`src/rtl/indicator_driver.sv`:
```
// indicator_driver
//   Drives the four status LEDs and the active buzzer from single-cycle command
//   pulses issued by the control FSM. Each command selects a display mode: OFF and
//   ON are steady, ERR blinks fast and OPEN blinks slow. Each command also starts a
//   timed beep burst: ERR_BEEPS beeps for ERR and one beep for the other commands.
//   Timing is kept in timebase ticks of TICK_DIV clk_i cycles.
//
//   Ports
//     clk_i         system clock
//     reset_i       synchronous active-low reset
//     cmd_err_i     1-cycle pulse, enter ERR indication   (highest priority)
//     cmd_open_i    1-cycle pulse, enter OPEN indication
//     cmd_on_i      1-cycle pulse, enter ON indication
//     cmd_off_i     1-cycle pulse, enter OFF indication   (lowest priority)
//     led_err_o     fast blink while mode is ERR
//     led_off_o     steady while mode is OFF
//     led_on_o      steady while mode is ON
//     led_open_o    slow blink while mode is OPEN
//     buzzer_o      active-high buzzer drive
//     busy_o        high while a beep burst is in progress
//
//   Buzzer FSM
//     state   | meaning
//     ST_IDLE | no burst, buzzer low
//     ST_BEEP | buzzer high, counting BEEP_TICKS
//     ST_GAP  | buzzer low between beeps, counting GAP_TICKS
module indicator_driver #(
   parameter int TICK_DIV   = 50000,
   parameter int BEEP_TICKS = 100,
   parameter int GAP_TICKS  = 100,
   parameter int FAST_HALF  = 125,
   parameter int SLOW_HALF  = 500,
   parameter int ERR_BEEPS  = 3
) (
   input  logic clk_i,
   input  logic reset_i,
   input  logic cmd_err_i,
   input  logic cmd_off_i,
   input  logic cmd_on_i,
   input  logic cmd_open_i,
   output logic led_err_o,
   output logic led_off_o,
   output logic led_on_o,
   output logic led_open_o,
   output logic buzzer_o,
   output logic busy_o
);

   localparam int MAX_AB = (BEEP_TICKS > GAP_TICKS) ? BEEP_TICKS : GAP_TICKS;
   localparam int MAX_CD = (SLOW_HALF > FAST_HALF) ? SLOW_HALF : FAST_HALF;
   localparam int MAX_T  = (MAX_AB > MAX_CD) ? MAX_AB : MAX_CD;
   localparam int TW     = $clog2(MAX_T + 1);
   localparam int PW     = $clog2(TICK_DIV);

   typedef enum logic [1:0] {MODE_OFF, MODE_ON, MODE_OPEN, MODE_ERR} mode_e;
   typedef enum logic [1:0] {ST_IDLE, ST_BEEP, ST_GAP} buz_e;

   logic [PW-1:0] pre_q, pre_d;
   mode_e         mode_q, mode_d, cmd_mode;
   logic [TW-1:0] blink_cnt_q, blink_cnt_d;
   logic          phase_q, phase_d;
   buz_e          st_q, st_d;
   logic [3:0]    beeps_q, beeps_d;
   logic [TW-1:0] tcnt_q, tcnt_d;
   logic          led_err_q, led_off_q, led_on_q, led_open_q, buzzer_q, busy_q;
   logic          led_err_d, led_off_d, led_on_d, led_open_d, buzzer_d, busy_d;
   logic          tick, accept;
   logic [TW-1:0] half_last;

   always_comb begin
      tick   = (pre_q == PW'(TICK_DIV - 1));
      pre_d  = tick ? '0 : pre_q + PW'(1);
      accept = cmd_err_i | cmd_open_i | cmd_on_i | cmd_off_i;

      if (cmd_err_i)       cmd_mode = MODE_ERR;
      else if (cmd_open_i) cmd_mode = MODE_OPEN;
      else if (cmd_on_i)   cmd_mode = MODE_ON;
      else                 cmd_mode = MODE_OFF;

      // Blink timebase: a repeated command of the current mode must not disturb it.
      half_last   = (mode_q == MODE_ERR) ? TW'(FAST_HALF - 1) : TW'(SLOW_HALF - 1);
      mode_d      = mode_q;
      blink_cnt_d = blink_cnt_q;
      phase_d     = phase_q;
      if (accept && (cmd_mode != mode_q)) begin
         mode_d      = cmd_mode;
         blink_cnt_d = '0;
         phase_d     = 1'b1;
      end else if (tick && (mode_q == MODE_ERR || mode_q == MODE_OPEN)) begin
         if (blink_cnt_q == half_last) begin
            blink_cnt_d = '0;
            phase_d     = ~phase_q;
         end else begin
            blink_cnt_d = blink_cnt_q + TW'(1);
         end
      end

      st_d    = st_q;
      beeps_d = beeps_q;
      tcnt_d  = tcnt_q;
      if (accept) begin
         // Restart straight into BEEP so an ongoing beep stays high without a glitch.
         st_d    = ST_BEEP;
         beeps_d = (cmd_mode == MODE_ERR) ? 4'(ERR_BEEPS) : 4'd1;
         tcnt_d  = '0;
      end else if (tick) begin
         case (st_q)
            ST_BEEP: begin
               if (tcnt_q == TW'(BEEP_TICKS - 1)) begin
                  tcnt_d  = '0;
                  beeps_d = beeps_q - 4'd1;
                  st_d    = (beeps_q == 4'd1) ? ST_IDLE : ST_GAP;
               end else begin
                  tcnt_d = tcnt_q + TW'(1);
               end
            end
            ST_GAP: begin
               if (tcnt_q == TW'(GAP_TICKS - 1)) begin
                  tcnt_d = '0;
                  st_d   = ST_BEEP;
               end else begin
                  tcnt_d = tcnt_q + TW'(1);
               end
            end
            default: ;
         endcase
      end

      led_err_d  = (mode_d == MODE_ERR) && phase_d;
      led_open_d = (mode_d == MODE_OPEN) && phase_d;
      led_on_d   = (mode_d == MODE_ON);
      led_off_d  = (mode_d == MODE_OFF);
      buzzer_d   = (st_d == ST_BEEP);
      busy_d     = (st_d != ST_IDLE);
   end

   always_ff @(posedge clk_i) begin
      if (!reset_i) begin
         pre_q       <= '0;
         mode_q      <= MODE_OFF;
         blink_cnt_q <= '0;
         phase_q     <= 1'b0;
         st_q        <= ST_IDLE;
         beeps_q     <= '0;
         tcnt_q      <= '0;
         led_err_q   <= 1'b0;
         led_off_q   <= 1'b1;
         led_on_q    <= 1'b0;
         led_open_q  <= 1'b0;
         buzzer_q    <= 1'b0;
         busy_q      <= 1'b0;
      end else begin
         pre_q       <= pre_d;
         mode_q      <= mode_d;
         blink_cnt_q <= blink_cnt_d;
         phase_q     <= phase_d;
         st_q        <= st_d;
         beeps_q     <= beeps_d;
         tcnt_q      <= tcnt_d;
         led_err_q   <= led_err_d;
         led_off_q   <= led_off_d;
         led_on_q    <= led_on_d;
         led_open_q  <= led_open_d;
         buzzer_q    <= buzzer_d;
         busy_q      <= busy_d;
      end
   end

   assign led_err_o  = led_err_q;
   assign led_off_o  = led_off_q;
   assign led_on_o   = led_on_q;
   assign led_open_o = led_open_q;
   assign buzzer_o   = buzzer_q;
   assign busy_o     = busy_q;

endmodule
```
`config.mk`:
```
export PLATFORM = sky130hd
export DESIGN_NAME = indicator_driver
export DESIGN_NICKNAME = d
export VERILOG_FILES = /design/src/rtl/indicator_driver.sv
export SDC_FILE = /design/constraint.sdc
export NUM_CORES = 1
export LEC_CHECK = 0
export ABC_AREA = 1
export CELL_PAD_IN_SITES_DETAIL_PLACEMENT = 1
export CELL_PAD_IN_SITES_GLOBAL_PLACEMENT = 2
export CORE_UTILIZATION = 30
export CTS_CLUSTER_SIZE = 8
export DETAILED_ROUTE_END_ITERATION = 16
export PLACE_DENSITY_LB_ADDON = 0.1
export SYNTH_ARGS = -nofsm -noshare
export SYNTH_HDL_FRONTEND = slang
export SYNTH_SLANG_ARGS = --single-unit
```
`constraint.sdc`:
```
create_clock -name clk_i -period 1.9 [get_ports clk_i]
set_input_delay 0.38 -clock clk_i [delete_from_list [all_inputs] [get_ports clk_i]]
set_output_delay 0.38 -clock clk_i [all_outputs]
set_load 0.05 [all_outputs]
```
==> results.py, run 1 <==
metrics = {
    "sta": {
        "worst_pin_slew_ns": 0.5017,
        "rsz0062_at_grt": "no",
        "finalCritPeriodShare_pct": 95.15,
        "min_period_ns": 1.808,
        "hold_viol": 0,
        "max_clock_freq_mhz": 553.2,
        "slew_viol_final": 0,
        "maxSlewHeadroom_pct": 66.45,
        "skew_ns": 0.01290,
        "setup_viol": 0,
        "fin_ws_ns": 0.09218,
    },
    "grt": {
        "grtUsageTotal_pct": 15.15,
        "grt_pass1_vias": 2574,
        "gr-total-overflow": 0,
        "grt_pass1_wl_um": 11940,
        "antenna_found_initial": 0,
        "grt_max_degree": 15,
    },
    "logic_synthesis": {
        "synth_edf_count": 0,
        "synth_warnings": 0,
        "synth_top_area_cell": "dfxtp_1",
        "synth.top_cells.by_area": "dfxtp_1 36%, nand2_1 13%, inv_1 7.7%",
        "async_reset_ff_share_pct": 0,
        "synth_seq_cells": 49,
        "ys_seq_area_share_pct": 35.83,
        "syn_inst": 408,
        "synth.avg_cell_area_um2": 6.710,
        "ys.flop_type": "dfxtp_1",
        "synth_cell_type_count": 28,
        "syn_area_mm2": 0.002738,
        "syn-num-nets": 421,
        "yosysTopAreaCellShare_pct": 35.83,
    },
    "clock_network": {
        "post_cts_resized": 0,
        "worstSkewPairLatency_ns": 0.31,
        "cts.reportedPaths.clkPinSlew_ns": 0.10,
        "post_cts_buffers": 0,
        "cts_sinks": 49,
        "clk_path_buf_depth": 2,
        "h-tree-depth": 2,
        "cts_tree": "built",
        "cts_root_buffer": "clkbuf_8",
        "cts_hold_repair.buffers": 0,
        "cts_buffers": 5,
    },
    "drt": {
        "detail_route.vias_per_cell": 4.722,
        "drt_iter0_markers": 43,
        "drc": 0,
        "wirelength_um": 6765,
        "num_vias": 2545,
        "dr.pass1.iters": 3,
        "drt-wirelength-per-cell_um": 12.55,
        "drtAntennaViolNets": 0,
    },
    "power_and_ir_drop": {
        "p_total_w": 0.001999,
        "leakagePower_nw": 1.243,
        "power_density_mw_per_mm2": 637.2,
        "max-vdd-ir-drop_mv": 0.2545,
    },
    "finish": {
        "nFillCells": 1115,
        "fin_nets": 444,
        "drive_above_1_share_pct": 12.30,
        "final_area_mm2": 0.003137,
        "fin_util_pct": 35.79,
        "regArea_um2": 980.9,
        "syn2layout_area_growth_pct": 14.58,
        "multi_input_area_mm2": 0.001506,
        "antennaDiodeCount": 0,
    },
    "worst_setup_path": {
        "crit_path_max_incr_delay_ns": 0.79,
        "crit_required_ns": 1.52,
        "r2r.worst_path.cells": 9,
        "cp-end-kind": "output pin",
        "critPathArrivalTime_ns": 1.43,
        "crit_family": "buffers and inverters",
        "cp_slowest_cell": "clkdlybuf4s50_1",
        "worst-path-max-fanout": 1,
        "crit_buf_inv": 1,
        "r2r-end": "beeps_q[1]$_SDFFE_PN0P_",
        "worstPathCellList": "clkdlybuf4s50_1",
        "worst-r2r-setup-slack_ns": 0.18,
        "timing.rr.start": "pre_q[0]$_SDFF_PP0_",
        "start_kind": "register",
        "crit_type": "reg2out",
    },
    "min_path": {
        "hold_class": "reg2reg",
        "hold_start": "pre_q[0]$_SDFF_PP0_",
        "min_to": "pre_q[0]$_SDFF_PP0_",
        "hold_depth": 1,
    },
    "die": {
        "ioPinCount": 12,
        "die_h_um": 97.53,
        "die_area_mm2": 0.009511,
        "num_rows": 34,
        "die_w_um": 97.53,
        "core-area_mm2": 0.008763,
        "start_util_pct": 31.24,
    },
    "placed_design": {
        "gp_congestion": 0.7998,
        "place_hpwl_um": 5321,
        "dp_slack_ns": -0.07897,
        "placed_area_mm2": 0.003028,
        "port_buffers": 11,
    },
    "outcome": {
        "status": "complete, no violations",
    },
    "job": {
        "drv_cap": 0,
    },
}
-- per-layer routing --
metal / share of wire (%) / track usage [%] / vias to the layer above
met4: 0.86 / 3.394 / 0
met1: 53 / 20.94 / 1194
met3: 1.5 / 2.806 / 6
met5: 0 / 0 / -
met2: 45 / 24.42 / 9
li1: - / - / 1336
-- layout by cell type, fill, tap and decap left out, types with 8 or more instances in the layout --
master and n:
a21oi_1 31, buf_4 8, clkdlybuf4s50_1 11, dfxtp_1 49, inv_1 56, nand2_1 95, nand3_1 30, nand4_1 10
nor2_1 52, nor3_1 13, o21ai_0 10, xor2_1 8
-- where the power goes --
group          switching (W)  total, W  internal (W)
Sequential         0.0000169   0.00107       0.00105
Clock               0.000373  0.000757      0.000384
Combinational       0.000112  0.000176     0.0000640
Total               0.000501   0.00200       0.00150
-- per-stage QoR --
| step | instances | hold WS (ns) | TNS [ns] |
|---|---|---|---|
| 6_report | 539 | 0.4623 | 0 |
| 5_1_grt | 539 | 0.4813 | 0 |
| 2_1_floorplan | 408 | 0.4175 | 0 |
| 4_1_cts | 539 | 0.4705 | 0 |
| 3_3_place_gp | 532 | 0.4343 | -0.2073 |
| 3_5_place_dp | 532 | 0.4520 | -0.5184 |
-- registers in the layout, indices dropped and copies added, names as in the netlist, 2 cells and up --
name / count
beeps_q: 4
blink_cnt_q: 9
tcnt_q: 9
st_q: 2
mode_q: 2
pre_q: 16
-- cells in the mapped netlist (all sizes together), types with 3 or more instances --
cell	instances
dfxtp	49
ha	7
nor2	65
nand3	36
nand2	101
a21oi	32
nor3	15
or2	3
o21ai	11
inv	63
xor2	8
nand4	10
-- worst max-delay path by stage --
stage	slack [ns]	depth (start not counted)	end	startpoint
2_1_floorplan	0.46	10	pre_q[14]$_SDFF_PP0_	pre_q[0]$_SDFF_PP0_
3_3_place_gp	-0.04	9	blink_cnt_q[0]$_SDFFE_PP0N_	cmd_open_i
3_5_place_dp	-0.08	9	blink_cnt_q[0]$_SDFFE_PP0N_	cmd_open_i
4_1_cts	0.07	1	led_err_o	led_err_o$_SDFF_PN0_
5_1_grt	0.02	10	beeps_q[0]$_SDFFE_PN0P_	pre_q[0]$_SDFF_PP0_
6_report	0.09	1	busy_o	busy_o$_SDFF_PN0_
-- layout make-up --
class	instances	area share, %
clock buffer	5	2.194
tap	108	4.308
multi-input combinational	292	48.03
sequential	49	31.27
timing repair buffer	19	5.425
inverter	64	7.659
clock inverter	2	1.117
-- kinds of logic after synthesis --
kind of cell               after synthesis  synth area share, %
buffers and inverters                   67                9.323
AOI/OAI and AO/OA                       43                7.998
xor gates and xnor gates                 9                2.880
DFF                                     49                35.83
adders and majority gates                7                3.199
and+or+nand+nor                        233                40.77
Power figures use the tool's default switching activity.
==> run 2: changes to the inputs <==
MAX_ROUTING_LAYER = met4   (was not set)
==> run 2 against run 1 <==
  * Hold slack stayed put
  * Final area did not move
  * Power is essentially flat
  * Via count is essentially flat
  * First-iteration DRC count unchanged
  * Clock skew hardly changed
  * Clock power about the same
  * Global-route usage grew 0.43 points
  * Highest routed layer unchanged
==> results.py, run 2 (synthesized netlist as in run 1, its figures left out) <==
metrics = {
    "outcome": {
        "status": "complete, no violations",
    },
    "clock_network": {
        "cts_sinks": 49,
        "cts_tree": "built",
        "clk_path_buf_depth": 2,
        "cts_hold_repair.buffers": 0,
        "worstSkewPairLatency_ns": 0.31,
        "post_cts_resized": 0,
        "post_cts_buffers": 0,
        "cts_root_buffer": "clkbuf_8",
        "cts.reportedPaths.clkPinSlew_ns": 0.10,
        "h-tree-depth": 2,
        "cts_buffers": 5,
    },
    "finish": {
        "largest_register_ffs": 16,
        "antennaDiodeCount": 0,
        "layout_commonest_cell": "nand2_1",
        "reg_top3": "pre_q x16, blink_cnt_q x9, tcnt_q x9",
        "final_cell_mix": "95 x nand2_1, 56 x inv_1, 52 x nor2_1",
        "syn2layout_area_growth_pct": 14.58,
        "drive_above_1_share_pct": 12.30,
        "fin_nets": 444,
        "final_area_mm2": 0.003137,
        "regMostFlops": "pre_q",
    },
    "power_and_ir_drop": {
        "p_total_w": 0.001999,
        "leakagePower_nw": 1.243,
        "max-vdd-ir-drop_mv": 0.2545,
        "power_density_mw_per_mm2": 637.2,
    },
    "worst_setup_path": {
        "worstPathCellList": "clkdlybuf4s50_1",
        "cp-end-kind": "output pin",
        "crit_buf_inv": 1,
        "start_kind": "register",
        "crit_path_max_incr_delay_ns": 0.79,
        "crit_type": "reg2out",
        "critPathArrivalTime_ns": 1.43,
        "crit_family": "buffers and inverters",
        "crit_required_ns": 1.52,
        "cp_slowest_cell": "clkdlybuf4s50_1",
        "worst-path-max-fanout": 1,
    },
    "sta": {
        "worst_pin_slew_ns": 0.5017,
        "finalCritPeriodShare_pct": 95.16,
        "max_clock_freq_mhz": 553.1,
        "rsz0062_at_grt": "no",
        "maxSlewHeadroom_pct": 66.45,
        "setup_viol": 0,
        "finalHoldWorstSlack_ns": 0.4623,
        "min_period_ns": 1.808,
        "skew_ns": 0.01290,
        "tns_ns": 0,
        "hold_viol": 0,
        "slew_viol_final": 0,
    },
    "min_path": {
        "hold_class": "reg2reg",
    },
    "grt": {
        "grt_max_degree": 15,
        "antenna_found_initial": 0,
        "grt_pass1_vias": 2575,
        "grtUsageTotal_pct": 15.58,
        "grt_pass1_wl_um": 11940,
        "gr-total-overflow": 0,
    },
    "drt": {
        "num_vias": 2547,
        "drt-wirelength-per-cell_um": 12.55,
        "wirelength_um": 6767,
        "detail_route.vias_per_cell": 4.725,
        "drt_iter0_markers": 43,
        "drtAntennaViolNets": 0,
        "dr.pass1.iters": 3,
        "drc": 0,
    },
    "die": {
        "die_area_mm2": 0.009511,
        "num_rows": 34,
        "die_h_um": 97.53,
        "ioPinCount": 12,
        "start_util_pct": 31.24,
        "die_w_um": 97.53,
        "core-area_mm2": 0.008763,
    },
    "job": {
        "drv_cap": 0,
    },
    "placed_design": {
        "gp_congestion": 0.8113,
        "place_hpwl_um": 5321,
        "port_buffers": 11,
        "placed_area_mm2": 0.003028,
    },
}
-- run 2: cell counts in the layout (fill, tap and decap cells not counted) --
No cell type changed its count.
-- run 2: final timing paths --
check | cells past startpoint | slack, ns | from | end
hold / removal | 1 | 0.46 | pre_q[0]$_SDFF_PP0_ | pre_q[0]$_SDFF_PP0_
hold reg to reg | 1 | 0.46 | pre_q[0]$_SDFF_PP0_ | pre_q[0]$_SDFF_PP0_
setup reg to reg | 9 | 0.18 | pre_q[0]$_SDFF_PP0_ | beeps_q[1]$_SDFFE_PN0P_
setup / recovery | 1 | 0.09 | busy_o$_SDFF_PN0_ | busy_o
-- run 2: cell type report --
type | count | area (um^2)
Tap cell | 108 | 135.1
Timing Repair Buffer | 19 | 170.2
Fill cell | 1115 | 5627
Sequential cell | 49 | 980.9
Clock inverter | 2 | 35.03
Multi-Input combinational cell | 292 | 1506
Inverter | 64 | 240.2
Clock buffer | 5 | 68.82
-- run 2: layer usage --
metal	share of wire (%)	global-route usage [%]	vias up
met1	53	20.94	1194
met3	1.5	2.806	8
met5	0	-	-
met4	0.84	3.394	0
li1	-	-	1336
met2	45	24.42	9
-- run 2: per-stage QoR --
step	setup slack, ns	util (%)	std cells
3_5_place_dp	-0.07897	34.55	532
6_report	0.09197	35.79	539
5_1_grt	0.02072	35.79	539
4_1_cts	0.07167	35.74	539
3_3_place_gp	-0.04381	34.55	532
2_1_floorplan	0.4621	-	408
-- run 2: report_power, final --
| part | total (W) | switching [W] | internal, W |
|---|---|---|---|
| clock network | 0.000757 | 0.000373 | 0.000384 |
| logic | 0.000176 | 0.000112 | 0.0000640 |
| registers | 0.00107 | 0.0000169 | 0.00105 |
| total | 0.00200 | 0.000501 | 0.00150 |
==> run 3: changes to the inputs <==
clock period = 1.6 ns   (was 1.9 ns; I/O delays follow)
==> run 3 against run 2 <==
  * Clock power rose by 20%
  * Power rose by 21%
  * First-iteration DRC count fell by 9.3%
  * Combinational power rose by 40%
  * Sequential share of layout area fell by 3.7 points
  * Non-clock buffer count rose by 40
  * Routed wire length rose by 8.6%
  * Worst setup slack improved by 0.0056 ns
  * Die area did not move
==> results.py, run 3 (synthesized netlist as in run 1, its figures left out) <==
metrics = {
    "die": {
        "ioPinCount": 12,
        "die_w_um": 97.53,
        "die_h_um": 97.53,
        "start_util_pct": 31.24,
        "core-area_mm2": 0.008763,
        "num_rows": 34,
        "die_area_mm2": 0.009511,
    },
    "min_path": {
        "hold_start": "tcnt_q[8]$_SDFFE_PP0P_",
        "hold_depth": 2,
        "hold_class": "reg2reg",
        "min_to": "tcnt_q[8]$_SDFFE_PP0P_",
    },
    "clock_network": {
        "cts.reportedPaths.clkPinSlew_ns": 0.10,
        "clk_path_buf_depth": 2,
        "cts_sinks": 49,
        "cts_hold_repair.buffers": 0,
        "cts_root_buffer": "clkbuf_8",
        "h-tree-depth": 2,
        "worstSkewPairLatency_ns": 0.31,
        "cts_tree": "built",
        "cts_buffers": 5,
    },
    "placed_design": {
        "place_hpwl_um": 5780,
        "port_buffers": 11,
        "dp_cells": 571,
        "gp_congestion": 0.7672,
    },
    "worst_setup_path": {
        "crit_buf_inv": 0,
        "r2r.worst_path.cells": 8,
        "r2r-end": "busy_o$_SDFF_PN0_",
        "crit_family": "simple AND/OR/NAND/NOR gates",
        "critical_path.most_common_cell": "nor2_1",
        "start_kind": "register",
        "critPathArrivalTime_ns": 1.71,
        "crit_required_ns": 1.80,
        "worstPathCellList": "ha_4, nand3_4, nor2_4, nand4_1, nor2_1, nor2_1, nand3_1, nand2_1",
        "cp_slowest_cell": "dfxtp_2",
        "timing.rr.start": "pre_q[1]$_SDFF_PP0_",
        "cp-end-kind": "register",
        "crit_type": "reg2reg",
        "worst-r2r-setup-slack_ns": 0.1,
        "crit_path_max_incr_delay_ns": 0.36,
        "worst-path-max-fanout": 3,
        "critical_path_depth": 8,
    },
    "job": {
        "drv_cap": 0,
    },
    "finish": {
        "syn2layout_area_growth_pct": 31.35,
        "fin_nets": 484,
        "layout_commonest_cell": "nand2_1",
        "final_cell_mix": "91 x nand2_1, 53 x inv_1, 53 x buf_4",
        "drive_above_1_share_pct": 27.81,
        "multi_input_area_mm2": 0.001652,
        "reg_top3": "pre_q x16, blink_cnt_q x9, tcnt_q x9",
        "fin_cells": 579,
        "regArea_um2": 992.2,
        "antennaDiodeCount": 0,
        "nFillCells": 1100,
        "regMostFlops": "pre_q",
        "largest_register_ffs": 16,
    },
    "sta": {
        "hold_viol": 0,
        "skew_ns": 0.008485,
        "finalCritPeriodShare_pct": 93.90,
        "finalHoldWorstSlack_ns": 0.4926,
        "setup_viol": 0,
        "slew_viol_final": 0,
        "min_period_ns": 1.502,
        "max_clock_freq_mhz": 665.6,
        "worst_pin_slew_ns": 0.2896,
        "rsz0062_at_grt": "yes",
        "maxSlewHeadroom_pct": 80.67,
    },
    "drt": {
        "drt-wirelength-per-cell_um": 12.70,
        "drt_iter0_markers": 39,
        "wirelength_um": 7352,
        "dr.pass1.iters": 4,
        "num_vias": 2694,
        "drtAntennaViolNets": 0,
        "drc": 0,
        "detail_route.vias_per_cell": 4.653,
    },
    "outcome": {
        "status": "complete, no violations",
    },
    "grt": {
        "gr-total-overflow": 0,
        "grt_pass1_vias": 2819,
        "grt_pass1_wl_um": 12790,
        "grtUsageTotal_pct": 16.93,
        "antenna_found_initial": 0,
        "grt_max_degree": 15,
    },
    "power_and_ir_drop": {
        "power_density_mw_per_mm2": 674.8,
        "max-vdd-ir-drop_mv": 0.3987,
        "leakagePower_nw": 1.513,
        "p_total_w": 0.002426,
    },
}
[run 3: changes by cell type in the layout (fill, tap and decap cells not counted), moves of 5 or more]
cell             previous run  this run
buf_4                       8        53
dfxtp_1                    49        40
dfxtp_2                     0         9
clkdlybuf4s50_1            11         3
nor2_4                      5        12
nor2_1                     52        47
nor3_1                     13         8
nor3_2                      2         7
[run 3: layout make-up]
type / instances / area share (%)
clock buffer: 5 / 1.914
tap: 108 / 3.758
multi-input combinational: 292 / 45.93
inverter: 64 / 6.681
clock inverter: 2 / 0.9743
timing repair buffer: 59 / 13.15
sequential: 49 / 27.59
[run 3: what timing repair did]
item | CTS | global route
setup endpoints to repair | 17 | 36
setup buffers | 1 | 0
gates resized for setup | 12 | 41
pin swaps | 2 | 7
[run 3: per-layer routing]
metal	up-vias	wire length, um	GRT usage (%)	part of all wire [%]
li1	1414	-	-	-
met1	1260	3662	21.79	50
met2	12	3490	27.38	47
met3	8	97	2.590	1.3
met4	0	100	5.090	1.4
met5	-	0	-	0
[run 3: worst max-delay path by stage]
stage / startpoint / to / slack, ns
after floorplan: pre_q[0]$_SDFF_PP0_ / pre_q[14]$_SDFF_PP0_ / 0.16
after global placement: cmd_err_i / led_open_o$_SDFF_PN0_ / -0.27
after detailed placement: cmd_open_i / blink_cnt_q[1]$_SDFFE_PP0N_ / -0.35
after CTS: cmd_err_i / led_err_o$_SDFF_PN0_ / -0.002
after global routing: pre_q[1]$_SDFF_PP0_ / pre_q[14]$_SDFF_PP0_ / -0.03
final: pre_q[1]$_SDFF_PP0_ / busy_o$_SDFF_PN0_ / 0.1
[run 3: power by group]
part / total, W / leakage, nW / switching [W] / internal [W]
Combinational: 0.000247 / 1.06 / 0.000148 / 0.0000992
Clock: 0.000910 / 0.0540 / 0.000453 / 0.000456
Sequential: 0.00127 / 0.402 / 0.0000218 / 0.00125
[run 3: metrics by stage]
step | TNS, ns | utilization (%) | area (um^2) | setup slack, ns
2_1_floorplan | 0 | - | 2738 | 0.1621
3_3_place_gp | -5.822 | 37.86 | 3318 | -0.2674
3_5_place_dp | -7.627 | 37.86 | 3318 | -0.3473
4_1_cts | -0.003723 | 39.75 | 3483 | -0.001872
5_1_grt | -0.06368 | 41.03 | 3596 | -0.02954
6_report | 0 | 41.03 | 3596 | 0.09761
[run 3: worst min-delay path: cells and delay by family, from the launching register on]
family          cells  cell delay (ns)
flops               1             0.34
simple gates        1             0.07
compound gates      1             0.05
